<file path="src/rtl/instr_fetch_unit.sv">
// Instruction fetch stage: owns the program counter, runs a req/ack read
// to instruction memory, holds the fetched word in ir and decodes its fields
// for the control unit. en1 pulses for one cycle when ir is valid.
// Optional build macro: FETCH_TIMEOUT_EN (bounded memory wait, sticky fetch_err).
module instr_fetch_unit #(
    parameter int ADDR_W         = 8,
    parameter int INSTR_W        = 16,
    parameter int RESET_PC       = 0,
    parameter int TIMEOUT_CYCLES = 15
) (
    input  logic               clk,
    input  logic               rst,
    input  logic               en_fetch_pulse,
    input  logic               en_pc_pulse,
    input  logic [1:0]         pc_ctrl,
    output logic               mem_req,
    output logic [ADDR_W-1:0]  mem_addr,
    input  logic [INSTR_W-1:0] mem_rdata,
    input  logic               mem_ack,
    output logic [INSTR_W-1:0] ir,
    output logic [3:0]         opcode,
    output logic [1:0]         rd,
    output logic [1:0]         rs,
    output logic [7:0]         imm,
    output logic [ADDR_W-1:0]  pc,
    output logic               en1,
    output logic               busy,
    output logic               fetch_overrun,
    output logic               fetch_err
);

    // The field layout below is hard-wired to a 16-bit instruction word.
    if (INSTR_W != 16 || ADDR_W < 1 || ADDR_W > 8 || TIMEOUT_CYCLES < 1) begin : g_param_check
        $error("instr_fetch_unit: INSTR_W must be 16, ADDR_W 1..8, TIMEOUT_CYCLES >= 1");
    end

    localparam logic [ADDR_W-1:0]  PC_RESET_VAL  = RESET_PC[ADDR_W-1:0];
    // Illegal opcode 0xF parks the control unit in Decode after a failed fetch.
    localparam logic [INSTR_W-1:0] ILLEGAL_INSTR = INSTR_W'(16'hF000);

    localparam logic [1:0] PC_HOLD  = 2'b00;
    localparam logic [1:0] PC_INC   = 2'b01;
    localparam logic [1:0] PC_JUMP  = 2'b10;
    localparam logic [1:0] PC_RESET = 2'b11;

    typedef enum logic [1:0] {
        IDLE = 2'b00,
        REQ  = 2'b01,
        DONE = 2'b10
    } state_t;

    state_t state;
    state_t state_nxt;

    logic start_fetch;   // IDLE accepts a fetch pulse this cycle
    logic load_ir;       // memory data captured this cycle
    logic timeout_hit;   // wait limit reached without ack this cycle
    logic timeout_now;   // wait limit condition, independent of state

`ifdef FETCH_TIMEOUT_EN
    localparam int CNT_W = $clog2(TIMEOUT_CYCLES + 1);

    logic [CNT_W-1:0] wait_cnt;
    logic             fetch_err_q;

    // The current REQ cycle is the TIMEOUT_CYCLES-th one without an ack.
    assign timeout_now = ((int'(wait_cnt) + 1) >= TIMEOUT_CYCLES);

    // Count REQ cycles spent waiting; restart on every new request.
    always_ff @(posedge clk or negedge rst) begin
        if (!rst) begin
            wait_cnt <= '0;
        end else if (start_fetch) begin
            wait_cnt <= '0;
        end else if (state == REQ && !mem_ack && !timeout_now) begin
            wait_cnt <= wait_cnt + CNT_W'(1);
        end
    end

    // Sticky record that a fetch was abandoned on timeout.
    always_ff @(posedge clk or negedge rst) begin
        if (!rst) begin
            fetch_err_q <= 1'b0;
        end else if (timeout_hit) begin
            fetch_err_q <= 1'b1;
        end
    end

    assign fetch_err = fetch_err_q;
`else
    // Without the timeout the request waits for as long as memory needs.
    assign timeout_now = 1'b0;
    assign fetch_err   = 1'b0;
`endif

    // FSM state register; reset abandons any fetch in flight.
    always_ff @(posedge clk or negedge rst) begin
        if (!rst) begin
            state <= IDLE;
        end else begin
            state <= state_nxt;
        end
    end

    // Next-state logic; ack only matters while a request is outstanding,
    // and an ack in the limit cycle takes priority over the timeout.
    always_comb begin
        state_nxt   = state;
        start_fetch = 1'b0;
        load_ir     = 1'b0;
        timeout_hit = 1'b0;
        case (state)
            IDLE: begin
                if (en_fetch_pulse) begin
                    start_fetch = 1'b1;
                    state_nxt   = REQ;
                end
            end
            REQ: begin
                if (mem_ack) begin
                    load_ir   = 1'b1;
                    state_nxt = DONE;
                end else if (timeout_now) begin
                    timeout_hit = 1'b1;
                    state_nxt   = DONE;
                end
            end
            DONE: begin
                state_nxt = IDLE;
            end
            default: begin
                state_nxt = IDLE;
            end
        endcase
    end

    assign mem_req = (state == REQ);
    assign en1     = (state == DONE);
    assign busy    = (state != IDLE);

    // Latch the fetch address from pc before any same-edge pc update.
    always_ff @(posedge clk or negedge rst) begin
        if (!rst) begin
            mem_addr <= '0;
        end else if (start_fetch) begin
            mem_addr <= pc;
        end
    end

    // Instruction register: loads on ack, or the illegal word on timeout.
    always_ff @(posedge clk or negedge rst) begin
        if (!rst) begin
            ir <= '0;
        end else if (load_ir) begin
            ir <= mem_rdata;
        end else if (timeout_hit) begin
            ir <= ILLEGAL_INSTR;
        end
    end

    // Sticky flag for a fetch pulse that arrives while a fetch is running.
    always_ff @(posedge clk or negedge rst) begin
        if (!rst) begin
            fetch_overrun <= 1'b0;
        end else if (en_fetch_pulse && state != IDLE) begin
            fetch_overrun <= 1'b1;
        end
    end

    // Program counter, driven by the control unit independently of the FSM.
    always_ff @(posedge clk or negedge rst) begin
        if (!rst) begin
            pc <= PC_RESET_VAL;
        end else if (en_pc_pulse) begin
            case (pc_ctrl)
                PC_HOLD:  pc <= pc;
                PC_INC:   pc <= pc + ADDR_W'(1);
                PC_JUMP:  pc <= ir[ADDR_W-1:0];
                PC_RESET: pc <= PC_RESET_VAL;
                default:  pc <= pc;
            endcase
        end
    end

    assign opcode = ir[15:12];
    assign rd     = ir[11:10];
    assign rs     = ir[9:8];
    assign imm    = ir[7:0];

endmodule

</file>
<file path="config.mk">
export PLATFORM = sky130hd
export DESIGN_NAME = instr_fetch_unit
export DESIGN_NICKNAME = d
export VERILOG_FILES = /design/src/rtl/instr_fetch_unit.sv
export SDC_FILE = /design/constraint.sdc
export NUM_CORES = 1
export LEC_CHECK = 0
export BUFFER_PORTS_ARGS = -buffer_cell sky130_fd_sc_hd__buf_2
export CAP_MARGIN = 30
export CORE_AREA = 2 2 87 89
export CTS_CLUSTER_DIAMETER = 150
export DETAILED_ROUTE_END_ITERATION = 8
export DIE_AREA = 0 0 89 91
export SETUP_SLACK_MARGIN = 0.5
export SYNTH_ARGS = -nofsm -noshare
export SYNTH_HDL_FRONTEND = slang
export SYNTH_SLANG_ARGS = --single-unit
</file>
<file path="constraint.sdc">
create_clock -name clk -period 1.3 [get_ports clk]
set_input_delay 0 -clock clk [delete_from_list [all_inputs] [get_ports clk]]
set_output_delay 0 -clock clk [all_outputs]
set_load 0.02 [all_outputs]
</file>
==> metrics, run 1 <==
gr ovfl total=0; final slew viol count=0; critical path required time=1.52 ns; # hold bufs at CTS=17; critical path class=flip-flop to flip-flop; Clock Skews=between 0.003 and 0.004 ns; number of buffers on the longest clock path=2; total die area=8100 µm²; peak per-stage delay on the critical path=0.42 ns; Power Density=2450 nW/µm²; Synth cell types=30; Most used DFF post-synth=dfrtp_1; share of layout cells above drive strength 1=0.632; arrival time worst endpoint=1.57 ns; number of max-capacitance violations reported=0; Routed met3 length=between 150 and 200 µm; Total GRT Usage=0.130; Ant. Diodes=0; worst-case vdd ir drop=0.936 mV; starting density of the core=0.242; vertical extent of the die=just over 90 µm; clk_lat worst skew=0.28 ns; Clock Sink Count=35; Period minus WS final=1.34 ns; Setup Viol. Count Final=10; total of flip-flops plus latches after synthesis=35; met1 routed wirelength after detailed routing=between 2000 and 2500 µm; port buffer count=between 70 and 80; worst hold path class=input pin to async pin; H-Tree Level Count=2; count of vias placed by the detailed router=1550; number of nets in the layout=281; number of synthesized flops with an enable pin=0; actual slew at the worst max-slew pin=between 0.6 and 0.7 ns; worst slack on hold paths=-0.267 ns; setup repair after global routing missed its margin=yes; root buf cell=clkbuf_8; width of the chip=89 µm; number of design-rule violations left by the first detailed-router iteration=95; Crit path max-delay family=simple AND/OR/NAND/NOR gates; top routing layer used=met4; Final TNS setup=-0.212 ns; Fmax=between 700 and 800 MHz; category of the worst setup path capture point=flip-flop; worst setup slack for register-to-register paths=-0.04 ns; largest fanout on the critical path=3; WL final=5140 µm; cell leakage power=1.42 nW; final hold violations=25; headroom to the max-slew limit=0.574; cells after synthesis=154; overall power of the completed layout=about 7.6 mW; antenna viol nets, final=0; number of I/O pins=76; first-pass GRT wire length=approximately 8000 µm; Placement Rows=31; dpl ws=-0.0542 ns; largest net degree at the start of global routing=28; sum of buffers and inverters on the critical path=0; share of flip-flops with an asynchronous set or reset=1.00; CP max-delay cell=dfrtp_2; DP HPWL=roughly 3200 µm; status=complete, but fails checks; kind of start point of the critical path=flip-flop; Clk pin slew, worst setup/hold paths=0.07 ns; drt via density=4.34; failing checks=hold timing, setup timing; signed area change from the synthesized netlist to the final layout=78.8%; ordered list of cells on the worst path=ha_4 > nand3_2 > or4_4 > a21oi_2 > a211o_2; min setup slack post-route=-0.0447 ns; final period utilization=1.03; WL/cell=14.4 µm; Synth Net Count=178; drc violations=0; number of buffers inserted during clock tree synthesis=5; TritonCTS clock tree=done; routability congestion estimate=0.793; Routed met2 length=2710 µm; sequential element share of the synthesized area=0.508; Post-Synthesis Cell Area=approximately 1700 µm²; length of the first detailed-routing pass in iterations=6; synthesized area per cell=approximately 11 µm²; via count of the first global-routing pass=~1600; warnings from Yosys=0; placeable core area=7140 µm²; initial antenna violation count=0
## worst paths after layout
kind	start	to	depth (start not counted)
min in group clk	pc_ctrl[0]	pc[0]	3
max in group asynchronous	rst	ir[3]	2
max	pc[1]	pc[6]	5
min	rst	pc[5]	1
min reg2reg	fetch_overrun	fetch_overrun	1
max reg2reg	pc[1]	pc[6]	5
## layout make-up
cell class | instances | area [µm²]
clock buffer | 7 | 76.3
clock inverter | 1 | 5.00
fill | 686 | 4050
inverter | 6 | 25.0
multi-input combinational | 91 | 847
sequential | 35 | 890
tap | 99 | 124
timing repair buffer | 118 | 1120
## logic make-up after synthesis
logic type,count (synthesis),share of synthesized area
buffers and inverters,29,0.104
muxes,23,0.150
other,1,0.00217
DFF,35,0.508
xor gates and xnor gates,1,0.00508
AOI/OAI and AO/OA,29,0.108
adders and majority gates,1,0.00725
and+or+nand+nor,35,0.115
## synth_stat cells, types with 2 or more instances
master	n	area share
mux2_2	23	0.15
nand2b_1	3	0.011
nor2b_1	5	0.018
nor2_1	3	0.0065
buf_4	18	0.078
a31oi_1	5	0.018
clkbuf_1	2	0.0044
buf_2	3	0.0087
a21o_1	3	0.013
or4_1	2	0.0087
nand2_1	6	0.013
o221ai_1	3	0.015
nor3_1	4	0.012
a21oi_1	8	0.023
inv_1	6	0.013
nand2_2	2	0.0073
dfrtp_1	35	0.51
o21ai_0	6	0.017
nand3_1	6	0.017
## worst reg2reg max path: cells and delay by family, from the launching register on
kind,cells,cell delay [ns]
simple gates,2,0.48
compound gates,2,0.23
fa+ha+maj,1,0.15
flops,1,0.42
## metrics by stage
stage	instances	cell area [µm²]	utilization	hold WS, ns
finish	357	3090	0.432	-0.267
global route	357	3090	0.432	-0.232
CTS	354	3020	0.423	-0.255
detailed placement	321	2270	0.317	0.0571
global placement	321	2270	0.317	0.0525
floorplan	154	1800	-	-0.296
## report_power, final
group	internal, mW	leakage (nW)	switching, mW	total [mW]
sequential	1.61	0.397	0.584	2.19
combinational	2.56	0.978	2.04	4.60
clock	0.376	0.0422	0.388	0.764
total	4.54	1.42	3.01	7.55
## metal layers
layer,GRT usage,up-vias
met5,0,-
met4,0.0473,0
met3,0.0264,8
met2,0.212,38
met1,0.169,778
li1,-,726
## registers in the layout (all words and copies together), names as in the netlist
| signal | cells |
|---|---|
| fetch_overrun | 1 |
| ir | 16 |
| mem_addr | 8 |
| pc | 8 |
| state | 2 |
## cells in the final DEF, fill, tap and decap left out, types with 2 or more instances in the layout
cell,netlist,final
o21ai_1,0,2
a21oi_1,8,6
dfrtp_2,0,11
a31oi_1,5,5
mux2_2,23,6
nand2b_1,3,3
clkbuf_8,0,5
nor2b_1,5,5
inv_1,6,4
o21ai_0,6,3
clkbuf_1,2,2
nand2_8,0,2
buf_6,0,62
a21oi_2,0,2
mux2_4,0,17
buf_2,3,22
dfrtp_1,35,24
o221ai_1,3,3
dlygate4sd3_1,0,17
a21o_1,3,3
buf_4,18,16
nand3_1,6,4
nor2_1,3,3
nor3_2,0,2
nand2_1,6,5
or4_4,0,2
nand3_2,0,2
## repair_timing
| item | in CTS | in global routing |
|---|---|---|
| hold endpoints to repair | 42 | 25 |
| resized for setup | 131 | 16 |
| gates cloned | 1 | 0 |
| pin swaps | 8 | 4 |
| setup endpoints to repair | 87 | 87 |
| buffers inserted | 7 | 3 |
(Power assumes the default switching activity.)
==> inputs of run 2 (changes only) <==
PLACE_DENSITY = 0.58   (was unset)
clock period = 1.18 ns   (was 1.3 ns; I/O delays follow)
==> run 2 against run 1 <==
Net effect: the run still ends with hold timing, setup timing left; core utilization fell by 1.1 points; sequential power is 9% higher; hold slack better by 0.21 ns; first-iteration DRC count decreased by 62%; combinational power is 8.3% higher; clock skew increased by 0.0049 ns; wire length fell by 9.1%; maximum frequency decreased by 2.5%; global-route usage decreased by 1.4 points; via count fell by 4.5%; critical path type unchanged.
==> metrics, run 2 (same netlist as run 1, synthesis figures left out) <==
status=complete, but fails checks (unchanged); failing checks=hold timing, setup timing (unchanged); share of layout cells above drive strength 1=0.667 (was 0.632); largest net degree at the start of global routing=24 (was 28); WL/cell=13.5 µm (was 14.4 µm); number of max-capacitance violations reported=0 (unchanged); critical path class=flip-flop to flip-flop (unchanged); signed area change from the synthesized netlist to the final layout=74.3% (was 78.8%); drc violations=0 (unchanged); met2 Usage GRT=0.183 (was 0.212); total die area=8100 µm² (unchanged); post-route standard cell area excluding fillers=3010 µm² (was 3090 µm²); clk_lat worst skew=0.29 ns (was 0.28 ns); final slew viol count=0 (unchanged); Total GRT Usage=0.116 (was 0.130); width of the chip=89 µm (unchanged); Period minus WS final=1.38 ns (was 1.34 ns); kind of start point of the critical path=flip-flop (unchanged); via count of the first global-routing pass=1436 (was 1569); port buffer count=74 (unchanged); placeable core area=7140 µm² (unchanged); cell leakage power=1.36 nW (was 1.42 nW); drt via density=4.29 (was 4.34); DP HPWL=3130 µm (was 3190 µm); root buf cell=clkbuf_8 (unchanged); WL final=4670 µm (was 5140 µm); final period utilization=1.17 (was 1.03); Top Usage Layer GRT=met2 (unchanged); number of buffers on the longest clock path=2 (unchanged); setup repair after global routing missed its margin=yes (unchanged); count of vias placed by the detailed router=1481 (was 1550); initial antenna violation count=0 (unchanged); TritonCTS clock tree=done (unchanged); final hold violations=15 (was 25); GR met3 Demand/Resource=0.0364 (was 0.0264); dpl ws=-0.174 ns (was -0.0542 ns); starting density of the core=0.242 (unchanged); Ant. Diodes=0 (unchanged); total cell area at the placement stage=2290 µm² (was 2270 µm²); largest registers=ir: 16 flops, mem_addr: 8 flops, pc: 8 flops (unchanged); Power Density=2770 nW/µm² (was 2450 nW/µm²); number of design-rule violations left by the first detailed-router iteration=36 (was 95); critical path required time=1.36 ns (was 1.52 ns); first-pass GRT wire length=7130 µm (was 8160 µm); vertical extent of the die=91 µm (unchanged); Setup Viol. Count Final=30 (was 10); number of nets in the layout=269 (was 281); routability congestion estimate=0.780 (was 0.793); flip-flop count of the largest register, all copies and words added=16 (unchanged); category of the worst setup path capture point=flip-flop (unchanged); Placement Rows=31 (unchanged); most common library cell in the layout ignoring fill and taps=buf_6 (unchanged); worst slack on hold paths=-0.0579 ns (was -0.267 ns); Fmax=725 MHz (was 744 MHz); Clock Skews=0.00833 ns (was 0.00341 ns); fill cell count=708 (was 686); met1 demand-to-capacity share in global routing=0.143 (was 0.169); min setup slack post-route=-0.199 ns (was -0.0447 ns); number of buffers inserted during clock tree synthesis=5 (unchanged); gr ovfl total=0 (unchanged); H-Tree Level Count=2 (unchanged); most frequent cells in the layout=buf_6, dfrtp_1, buf_2, mux2_2, buf_4 (was buf_6, dfrtp_1, buf_2, mux2_4, dlygate4sd3_1); number of I/O pins=76 (unchanged); Clock Sink Count=35 (unchanged); # hold bufs at CTS=3 (was 17); worst-case vdd ir drop=1.04 mV (was 0.936 mV); arrival time worst endpoint=1.56 ns (was 1.57 ns); antenna viol nets, final=0 (unchanged); Clk pin slew, worst setup/hold paths=0.08 ns (was 0.07 ns); length of the first detailed-routing pass in iterations=4 (was 6); register with the most flip-flops=ir (unchanged); worst hold path class=input pin to flip-flop (was input pin to async pin); largest fanout on the critical path=4 (was 3)
==> run 2: changes by cell type in the layout (fill, tap and decap cells not counted), sizes merged <==
cell	before	now
dlygate4sd3	17	3
clkinv	1	0
clkbuf	7	10
==> run 2: through the flow <==
step | total power, mW | hold slack [ns] | setup TNS [ns] | instances | util
after floorplan | 4.73 | -0.296 | -2.79 | 154 | -
after global placement | 5.68 | -0.0478 | -2.42 | 323 | 0.321
after detailed placement | 5.72 | -0.0461 | -2.75 | 323 | 0.321
after CTS | 8.13 | -0.0669 | -2.40 | 339 | 0.403
after global routing | 8.77 | -0.0749 | -4.32 | 345 | 0.421
final | 8.32 | -0.0579 | -3.01 | 345 | 0.421
==> run 2: worst paths after layout <==
check	start	end	slack [ns]	cells past startpoint
worst max-delay path	state[0]	mem_addr[7]	-0.20	4
worst min-delay path	mem_rdata[3]	ir[3]	-0.06	2
worst max register to register	state[0]	mem_addr[7]	-0.20	4
worst min register to register	mem_addr[7]	mem_addr[7]	0.54	1
max in group asynchronous	rst	ir[6]	0.61	3
min in group asynchronous	rst	mem_addr[4]	0.17	2
==> run 2: cell type report <==
class	count	area, µm²	area share
tap	99	124	0.0412
clock buffer	8	100	0.0333
multi-input combinational	91	836	0.278
timing repair buffer	106	1030	0.344
sequential	35	886	0.295
inverter	6	27.5	0.00916
==> run 2: what timing repair did <==
item	in CTS	in global routing
setup endpoints to repair	87	108
pin swaps	8	7
setup buffers	4	5
cloned	1	1
gates resized for setup	124	18
endpoints found under the hold margin	52	15
==> run 2: worst max-delay path: stages (launching register included) <==
cell and delay, ns:
dfrtp_1 0.39, or2_4 0.27, nor2_4 0.15, clkbuf_16 0.17
mux2_4 0.29
==> run 2: layer usage <==
layer / up-vias / wire length [µm]
li1: 708 / -
met1: 727 / 1990
met2: 42 / 2330
met3: 4 / 267
met4: 0 / 85
met5: - / 0
==> run 2: power breakdown <==
group          switching, mW  total [mW]  internal, mW
combinational           2.21        4.98          2.77
sequential             0.622        2.38          1.76
clock                  0.427       0.960         0.533
total                   3.25        8.32          5.06
==> inputs of run 3 (changes only) <==
REMOVE_ABC_BUFFERS = 1   (was unset)
==> run 3 against run 2 <==
Net effect: the run still ends with hold timing, setup timing left; cell area rose by 2.4%; largest power group unchanged; sequential share of layout area fell by 0.78 points; worst setup slack got worse by 0.029 ns; clock-buffer cell count fell by 1; final cell count rose by 2.0%; clock skew fell by 0.0030 ns; via count rose by 3.4%; highest routed layer unchanged.
==> metrics, run 3 (same netlist as run 1, synthesis figures left out) <==
failing checks=hold timing, setup timing (unchanged); share of layout cells above drive strength 1=0.660 (was 0.667); number of max-capacitance violations reported=0 (unchanged); first-pass GRT wire length=7910 µm (was 7130 µm); min setup slack post-route=-0.229 ns (was -0.199 ns); post-route standard cell area excluding fillers=3080 µm² (was 3010 µm²); H-Tree Level Count=2 (unchanged); status=complete, but fails checks (unchanged); worst slack on hold paths=-0.325 ns (was -0.0579 ns); Sw Ratio=0.392 (was 0.391); power spent charging and discharging nets=3.37 mW (was 3.25 mW); drt via density=4.35 (was 4.29); drc violations=0 (unchanged); number of nets in the layout=276 (was 269); number of buffers inserted during clock tree synthesis=5 (unchanged); register with the most flip-flops=ir (unchanged); category of the worst setup path capture point=flip-flop (unchanged); initial antenna violation count=0 (unchanged); antenna viol nets, final=0 (unchanged); met1 demand-to-capacity share in global routing=0.157 (was 0.143); fraction of power consumed by sequential logic=0.280 (was 0.286); Power Density=2790 nW/µm² (was 2770 nW/µm²); clk_lat worst skew=0.29 ns (about the same); share of power burned in the clock network=0.098 (was 0.115); vertical extent of the die=91 µm (unchanged); DP HPWL=3310 µm (was 3130 µm); largest registers=ir: 16 flops, mem_addr: 8 flops, pc: 8 flops (unchanged); placeable core area=7140 µm² (unchanged); # hold bufs at CTS=3 (unchanged); critical path class=flip-flop to flip-flop (unchanged); cell leakage power=1.46 nW (was 1.36 nW); met2 Usage GRT=0.209 (was 0.183); Clk pin slew, worst setup/hold paths=0.07 ns (was 0.08 ns); GR met3 Demand/Resource=0.0309 (was 0.0364); width of the chip=89 µm (unchanged); overall power of the completed layout=8.60 mW (was 8.32 mW); largest fanout on the critical path=4 (unchanged); routability congestion estimate=0.740 (was 0.780); Total GRT Usage=0.126 (was 0.116); critical path required time=1.41 ns (was 1.36 ns); actual slew at the worst max-slew pin=0.510 ns; total die area=8100 µm² (unchanged); total cell area at the placement stage=2290 µm² (about the same); signed area change from the synthesized netlist to the final layout=78.5% (was 74.3%); worst hold path class=input pin to async pin (was input pin to flip-flop); most frequent cells in the layout=buf_6, dfrtp_1, mux2_4, buf_2, buf_4 (was buf_6, dfrtp_1, buf_2, mux2_2, buf_4); headroom to the max-slew limit=0.660; Clock Sink Count=35 (unchanged); root buf cell=clkbuf_8 (unchanged); setup repair after global routing missed its margin=yes (unchanged); Fmax=710 MHz (was 725 MHz); Ant. Diodes=0 (unchanged); final slew viol count=0 (unchanged); Period minus WS final=1.41 ns (was 1.38 ns); most common library cell in the layout ignoring fill and taps=buf_6 (unchanged); Setup Viol. Count Final=36 (was 30); kind of start point of the critical path=flip-flop (unchanged); sequential cell area=883 µm² (was 886 µm²); number of I/O pins=76 (unchanged); worst-case vdd ir drop=1.12 mV (was 1.04 mV); port buffer count=74 (unchanged); count of vias placed by the detailed router=1531 (was 1481); starting density of the core=0.242 (unchanged); number of buffers on the longest clock path=2 (unchanged); combinational group share of total power=0.622 (was 0.598); arrival time worst endpoint=1.64 ns (was 1.56 ns); WL/cell=14.1 µm (was 13.5 µm); largest net degree at the start of global routing=24 (unchanged); number of design-rule violations left by the first detailed-router iteration=72 (was 36); internal cell power=5.23 mW (was 5.06 mW); Clock Skews=0.00532 ns (was 0.00833 ns); final period utilization=1.19 (was 1.17); flip-flop count of the largest register, all copies and words added=16 (unchanged); Top Usage Layer GRT=met2 (unchanged); final hold violations=35 (was 15); gr ovfl total=0 (unchanged); footprint of the multi-input gates=851 µm² (was 836 µm²); fill cell count=693 (was 708); WL final=4950 µm (was 4670 µm); via count of the first global-routing pass=1585 (was 1436); Placement Rows=31 (unchanged); Final TNS setup=-5.67 ns (was -3.01 ns); TritonCTS clock tree=done (unchanged); length of the first detailed-routing pass in iterations=6 (was 4)
run 3: cell type report:
type                       instances  area share
sequential                        35       0.287
multi-input combinational         90       0.276
tap                               99      0.0402
inverter                           6     0.00894
clock inverter                     1     0.00163
timing repair buffer             114       0.361
clock buffer                       7      0.0248
run 3: layer usage:
layer  wire, µm  vias up
met5          0        -
met4        115        0
met3        243       11
met2       2570       43
met1       2030      758
li1           -      719
run 3: worst paths after layout:
check	slack, ns	end	cells after the start	startpoint
setup / recovery	-0.23	pc[6]	5	pc[1]
hold / removal	-0.33	mem_addr[4]	1	rst
setup reg to reg	-0.23	pc[6]	5	pc[1]
hold reg to reg	0.53	mem_addr[7]	1	mem_addr[7]
max in group asynchronous	0.98	ir[1]	2	rst
min in group clk	-0.06	ir[15]	2	mem_rdata[15]
run 3: critical path, stage by stage (launching register included):
cell	delay, ns
dfrtp_2	0.44
ha_4	0.15
nand3_2	0.08
or4_4	0.43
a21oi_2	0.15
a211o_2	0.10
run 3: power groups by stage:
stage / clock [mW] / combinational, mW / sequential [mW]
final: 0.846 / 5.34 / 2.41
after global routing: 0.933 / 5.62 / 2.49
after CTS: 0.895 / 5.16 / 2.37
after detailed placement: 0 / 3.49 / 2.18
after global placement: 0 / 3.46 / 2.16
after floorplan: 0 / 0.876 / 3.22
run 3: what timing repair did:
action,4_1_cts,5_1_grt
buffers inserted,9,3
pin swaps,16,5
hold endpoints to repair,37,35
endpoints found under the setup margin,87,87
resized for setup,159,20
run 3: metrics by stage:
step	setup WS (ns)	utilization	hold slack [ns]	std cells
2_1_floorplan	-0.376	-	-0.296	131
3_3_place_gp	-0.215	0.320	-0.00309	329
3_5_place_dp	-0.272	0.320	0.00453	329
4_1_cts	-0.253	0.418	-0.311	349
5_1_grt	-0.285	0.431	-0.292	352
6_report	-0.229	0.431	-0.325	352
